## config.mk

```make
export PLATFORM = sky130hd
export DESIGN_NAME = mac_seq_ctrl
export DESIGN_NICKNAME = d
export VERILOG_FILES = /design/src/rtl/mac_seq_ctrl.sv
export SDC_FILE = /design/constraint.sdc
export NUM_CORES = 1
export LEC_CHECK = 0
export ABC_CLOCK_PERIOD_IN_PS = 2900
export BUFFER_PORTS_ARGS = -buffer_cell sky130_fd_sc_hd__buf_2
export CORE_MARGIN = 4
export CORE_UTILIZATION = 40
export CTS_BUF_LIST = sky130_fd_sc_hd__clkbuf_2 sky130_fd_sc_hd__clkbuf_4 sky130_fd_sc_hd__clkbuf_8
export DETAILED_ROUTE_END_ITERATION = 8
export PLACE_DENSITY = 0.75
export SLEW_MARGIN = 20
export SYNTH_ARGS = -nofsm -noshare
export SYNTH_HDL_FRONTEND = slang
export SYNTH_SLANG_ARGS = --single-unit
```

## constraint.sdc

```tcl
create_clock -name Clk_CI -period 2.9 [get_ports Clk_CI]
set_input_delay 0.435 -clock Clk_CI [delete_from_list [all_inputs] [get_ports Clk_CI]]
set_output_delay 0.435 -clock Clk_CI [all_outputs]
set_load 0.01 [all_outputs]
```

## src/rtl/mac_seq_ctrl.sv

```systemverilog
// mac_seq_ctrl
// Sequencer for a single dot product of length L on the shared MAC
// accumulator. On an accepted Start it clears the accumulator. It then
// streams L operand pairs from a dual-word operand memory (1-cycle read
// latency) into the MAC. Next it captures the MAC output and offers the
// result over a valid/ready handshake.
//
// Ports:
//   Clk_CI, Rst_RI          clock, synchronous active-high reset
//   Start_SI, Len_DI        start request and vector length (sampled in IDLE)
//   Abort_SI                abandon the current operation
//   Busy_SO                 high whenever the sequencer is not IDLE
//   RdEn_SO, RdAddr_DO      operand memory read port
//   RdData0_DI, RdData1_DI  operand pair, valid one cycle after RdEn_SO
//   MacClr_SO, MacWrEn_SO   MAC control strobes
//   MacIn0_DO, MacIn1_DO    MAC operands
//   MacOut_DI               MAC output (upper WIDTH bits of the sum)
//   Result_DO, Valid_SO     captured dot product and its valid flag
//   Ready_SI                result consumer ready
module mac_seq_ctrl #(
   parameter int WIDTH      = 16,
   parameter int ADDR_WIDTH = 6
) (
   input  logic                  Clk_CI,
   input  logic                  Rst_RI,
   input  logic                  Start_SI,
   input  logic [ADDR_WIDTH:0]   Len_DI,
   input  logic                  Abort_SI,
   output logic                  Busy_SO,
   output logic                  RdEn_SO,
   output logic [ADDR_WIDTH-1:0] RdAddr_DO,
   input  logic [WIDTH-1:0]      RdData0_DI,
   input  logic [WIDTH-1:0]      RdData1_DI,
   output logic                  MacClr_SO,
   output logic                  MacWrEn_SO,
   output logic [WIDTH-1:0]      MacIn0_DO,
   output logic [WIDTH-1:0]      MacIn1_DO,
   input  logic [WIDTH-1:0]      MacOut_DI,
   output logic [WIDTH-1:0]      Result_DO,
   output logic                  Valid_SO,
   input  logic                  Ready_SI
);

   localparam logic [ADDR_WIDTH:0] MAX_LEN = (ADDR_WIDTH+1)'(2**ADDR_WIDTH);
   localparam logic [ADDR_WIDTH:0] LEN_ONE = (ADDR_WIDTH+1)'(1);

   typedef enum logic [2:0] {IDLE, CLEAR, RUN, LAST, CAPTURE, DONE} state_t;

   state_t                state;
   logic [ADDR_WIDTH:0]   len_q;
   logic                  rd_en;
   logic [ADDR_WIDTH-1:0] rd_addr;
   logic                  mac_clr;
   logic                  mac_wr_en;
   logic [WIDTH-1:0]      result;
   logic                  valid;
   logic                  last_addr;

   function automatic logic [ADDR_WIDTH:0] clamp_len(input logic [ADDR_WIDTH:0] len);
      return (len > MAX_LEN) ? MAX_LEN : len;
   endfunction

   // Address L-1 is being issued in this cycle.
   assign last_addr = ({1'b0, rd_addr} == (len_q - LEN_ONE));

   always_ff @(posedge Clk_CI) begin
      if (Rst_RI) begin
         state     <= IDLE;
         len_q     <= '0;
         rd_en     <= 1'b0;
         rd_addr   <= '0;
         mac_clr   <= 1'b0;
         mac_wr_en <= 1'b0;
         result    <= '0;
         valid     <= 1'b0;
      end else if (Abort_SI && state != IDLE) begin
         // Abort wins over Ready; the last reported result is kept.
         state     <= IDLE;
         rd_en     <= 1'b0;
         rd_addr   <= '0;
         mac_clr   <= 1'b0;
         mac_wr_en <= 1'b0;
         valid     <= 1'b0;
      end else begin
         case (state)
            IDLE: begin
               // Abort in IDLE also suppresses a simultaneous Start.
               if (Start_SI && !Abort_SI) begin
                  if (Len_DI == '0) begin
                     state  <= DONE;
                     result <= '0;
                     valid  <= 1'b1;
                  end else begin
                     state     <= CLEAR;
                     len_q     <= clamp_len(Len_DI);
                     mac_clr   <= 1'b1;
                     mac_wr_en <= 1'b1;
                     rd_en     <= 1'b1;
                     rd_addr   <= '0;
                  end
               end
            end
            CLEAR: begin
               mac_clr <= 1'b0;
               if (len_q == LEN_ONE) begin
                  state <= LAST;
                  rd_en <= 1'b0;
               end else begin
                  state   <= RUN;
                  rd_addr <= rd_addr + 1'b1;
               end
            end
            RUN: begin
               if (last_addr) begin
                  state <= LAST;
                  rd_en <= 1'b0;
               end else begin
                  rd_addr <= rd_addr + 1'b1;
               end
            end
            LAST: begin
               state     <= CAPTURE;
               mac_wr_en <= 1'b0;
            end
            CAPTURE: begin
               // MAC operands are zero and WrEn is low, so MacOut is the sum.
               state  <= DONE;
               result <= MacOut_DI;
               valid  <= 1'b1;
            end
            DONE: begin
               if (Ready_SI) begin
                  state <= IDLE;
                  valid <= 1'b0;
               end
            end
            default: state <= IDLE;
         endcase
      end
   end

   assign Busy_SO    = (state != IDLE);
   assign RdEn_SO    = rd_en;
   assign RdAddr_DO  = rd_addr;
   assign MacClr_SO  = mac_clr;
   assign MacWrEn_SO = mac_wr_en;
   assign Result_DO  = result;
   assign Valid_SO   = valid;

   // Read data arrives one cycle after RdEn, aligned with the data-phase
   // WrEn pulses. The clear cycle carries zero operands.
   assign MacIn0_DO = (mac_wr_en && !mac_clr) ? RdData0_DI : '0;
   assign MacIn1_DO = (mac_wr_en && !mac_clr) ? RdData1_DI : '0;

endmodule

```

==> impl_metrics.json <==
{
  "clkPwrFrac_pct": 32.8,
  "final_area_sq_mm": 0.00273,
  "die_w_um": 78.5,
  "hold_buffers": 0,
  "cp_max_fo": 9,
  "grt_pass1_vias": 2059,
  "timing_hold_violations_final": 0,
  "drc": 0,
  "post_cts_buffers": 0,
  "cp.arrival_ns": 2.80,
  "synth_fp_nets": 314,
  "p_int_mw": 0.931,
  "setup_viol": 0,
  "row_count": 25,
  "routedWlPerCell_um": 13.2,
  "rsz0062_at_grt": "false",
  "nNetsFinal": 426,
  "p_sw_share_pct": 30.4,
  "synth_cells": 251,
  "ioPinCount": 119,
  "crit_type": "flip-flop to flip-flop",
  "sequentialPowerShare_pct": 42.2,
  "cts_tree": "done",
  "synth_seq_cells": 36,
  "synth_seq_area_share_pct": 36.2,
  "power_mw": 1.34,
  "drv_cap": 0,
  "place_ws_ns": 0.280,
  "async_flop_share_pct": 0,
  "grtUsageTotal_pct": 18.6,
  "worst_hold_slack_ns": 0.378,
  "diodes": 0,
  "synthFlopType": "dfxtp_1",
  "finalCritPeriodShare_pct": 90.1,
  "startpoint_type": "flip-flop",
  "antenna_found_initial": 0,
  "dp_cells": 423,
  "drtAntennaViolNets": 0,
  "yosysWarnings": 0,
  "postPlaceCellArea_sq_mm": 0.00262,
  "vias_per_cell": 5.04,
  "clkTransAtPathRegs_ns": 0.07,
  "cts.sinks": 36,
  "switchingPower_mw": 0.407,
  "grt_pass1_wl_um": 9240,
  "cts_htree_levels": 2,
  "cts-root-buf": "clkbuf_8",
  "drive_gt1_share_pct": 37.4,
  "dpl.hpwl_um": 4460,
  "final.setup_skew_ns": 0.00372,
  "wirelength_um": 5670,
  "synthesis.area_sq_mm": 0.00199,
  "io_buffers": 118,
  "peakVddDrop_mv": 0.378,
  "fin_crit_ns": 2.61,
  "timing.final.ws_setup_ns": 0.288,
  "leakage_nw": 1.36,
  "post_cts_resized": 0,
  "fin_cells": 431,
  "fp.coreArea_sq_mm": 0.00479,
  "postLayoutCoreUtil_pct": 57.1,
  "clk_latency_ns": 0.29,
  "fillers": 461,
  "p_per_area_mw_per_mm2": 490,
  "grt_max_degree": 33,
  "syn_area_per_cell_sq_um": 7.93,
  "timing.fmax_mhz": 383,
  "required_ns": 3.09,
  "synth-edff-count": 0,
  "slew_headroom_pct": 35.5,
  "fp.dieArea_sq_mm": 0.00617,
  "initial_utilization_pct": 41.6,
  "ys_types": 46,
  "drtIter0Drc": 105,
  "synthToLayoutAreaGrowth_pct": 37.3,
  "worst_setup_path_end_kind": "flip-flop",
  "gp_congestion": 0.900,
  "cts_buffers": 5,
  "hold_class": "primary input to flip-flop",
  "finalSetupTns_ns": 0,
  "comb_power_share_pct": 25.0,
  "clockBufferDepth": 2,
  "status": "finished clean",
  "worst_pin_slew_ns": 0.963,
  "maxSlewViolCount": 0,
  "die_y_um": 78.5,
  "vias": 2174,
  "grt-ovfl-total": 0,
  "drtPass1Iterations": 6
}
[layer usage]
layer	global-route usage, %	up-vias	wire length [um]
met5	0	-	0
met4	7.34	0	87
met3	5.50	8	549
met2	32.7	101	2690
met1	20.9	949	2340
li1	-	1116	-
[power by group through the flow]
stage	combinational (mW)	clock (mW)	sequential, mW
2_1_floorplan	0.212	0	0.566
3_3_place_gp	0.332	0	0.575
3_5_place_dp	0.336	0	0.576
4_1_cts	0.337	0.449	0.565
5_1_grt	0.376	0.475	0.571
6_report	0.334	0.439	0.565
[sequential cells by signal (all words and copies together) (netlist names)]
name,flops
MacClr_SO,1
MacWrEn_SO,1
RdAddr_DO,6
RdEn_SO,1
Result_DO,16
Valid_SO,1
len_q,7
state,3
[worst max-delay path, cell delays in order (launching register included)]
cell and delay (ns):
dfxtp_1 0.37, or3_4 0.40, o31a_1 0.24, or4_1 0.54
or4_4 0.59, o211a_2 0.18, a32o_1 0.20
[area by class of cell]
cell class                      count  area [sq um]  share of cell area [%]
Clock buffer                        5          68.8                    2.52
Clock inverter                      3          42.5                    1.56
Inverter                            3          11.3                   0.412
Multi-Input combinational cell    197          1200                    43.9
Sequential cell                    36           721                    26.4
Tap cell                           67          83.8                    3.07
Timing Repair Buffer              120           606                    22.2
[placed cells by master (no fill, tap or decap), drive strengths merged, types with 2 or more instances in the layout]
cell type and instances:
nor2b 2, o21ai 4, nor2 33, nor3 8, nor3b 4, inv 3
or3 2, nand2 18, xor2 4, xnor2 2, or4 5, and2 33
a21oi 21, dfxtp 36, and4 3, nand3b 6, clkbuf 5, o22ai 2
nor4 2, nand4 3, buf 120, a22oi 16, nand3 4, ha 3
nand2b 5
[worst paths after layout]
check,to,depth (start not counted),slack [ns],startpoint
min reg2reg,len_q[1],2,0.47,len_q[1]
min,state[0],2,0.38,Ready_SI
max,RdAddr_DO[4],6,0.29,len_q[2]
max reg2reg,RdAddr_DO[4],6,0.29,len_q[2]
[kinds of logic after synthesis]
kind of cell,share of synthesized area (%)
buffers and inverters,3.77
flip-flops,36.2
XOR/XNOR,2.64
multiplexers,0.566
adder cells (fa/ha/maj),1.89
AO/OA/AOI/OAI,18.6
AND/OR/NAND/NOR,36.3
[synthesized netlist by cell type (4+ instances only)]
master / number / share of area (%)
or4_1: 4 / 1.5
nand3_1: 4 / 1.0
nor2_1: 33 / 6.2
a22oi_1: 16 / 6.0
a21oi_1: 21 / 5.3
nor3_1: 7 / 1.8
dfxtp_1: 36 / 36
clkbuf_1: 13 / 2.5
o21ai_0: 4 / 1.0
nor3b_1: 4 / 1.5
xor2_1: 4 / 1.8
and2_1: 33 / 10
nand2b_1: 5 / 1.6
nand2_1: 18 / 3.4
nand3b_1: 6 / 2.3
No activity file was read; power rests on OpenSTA's default activity.
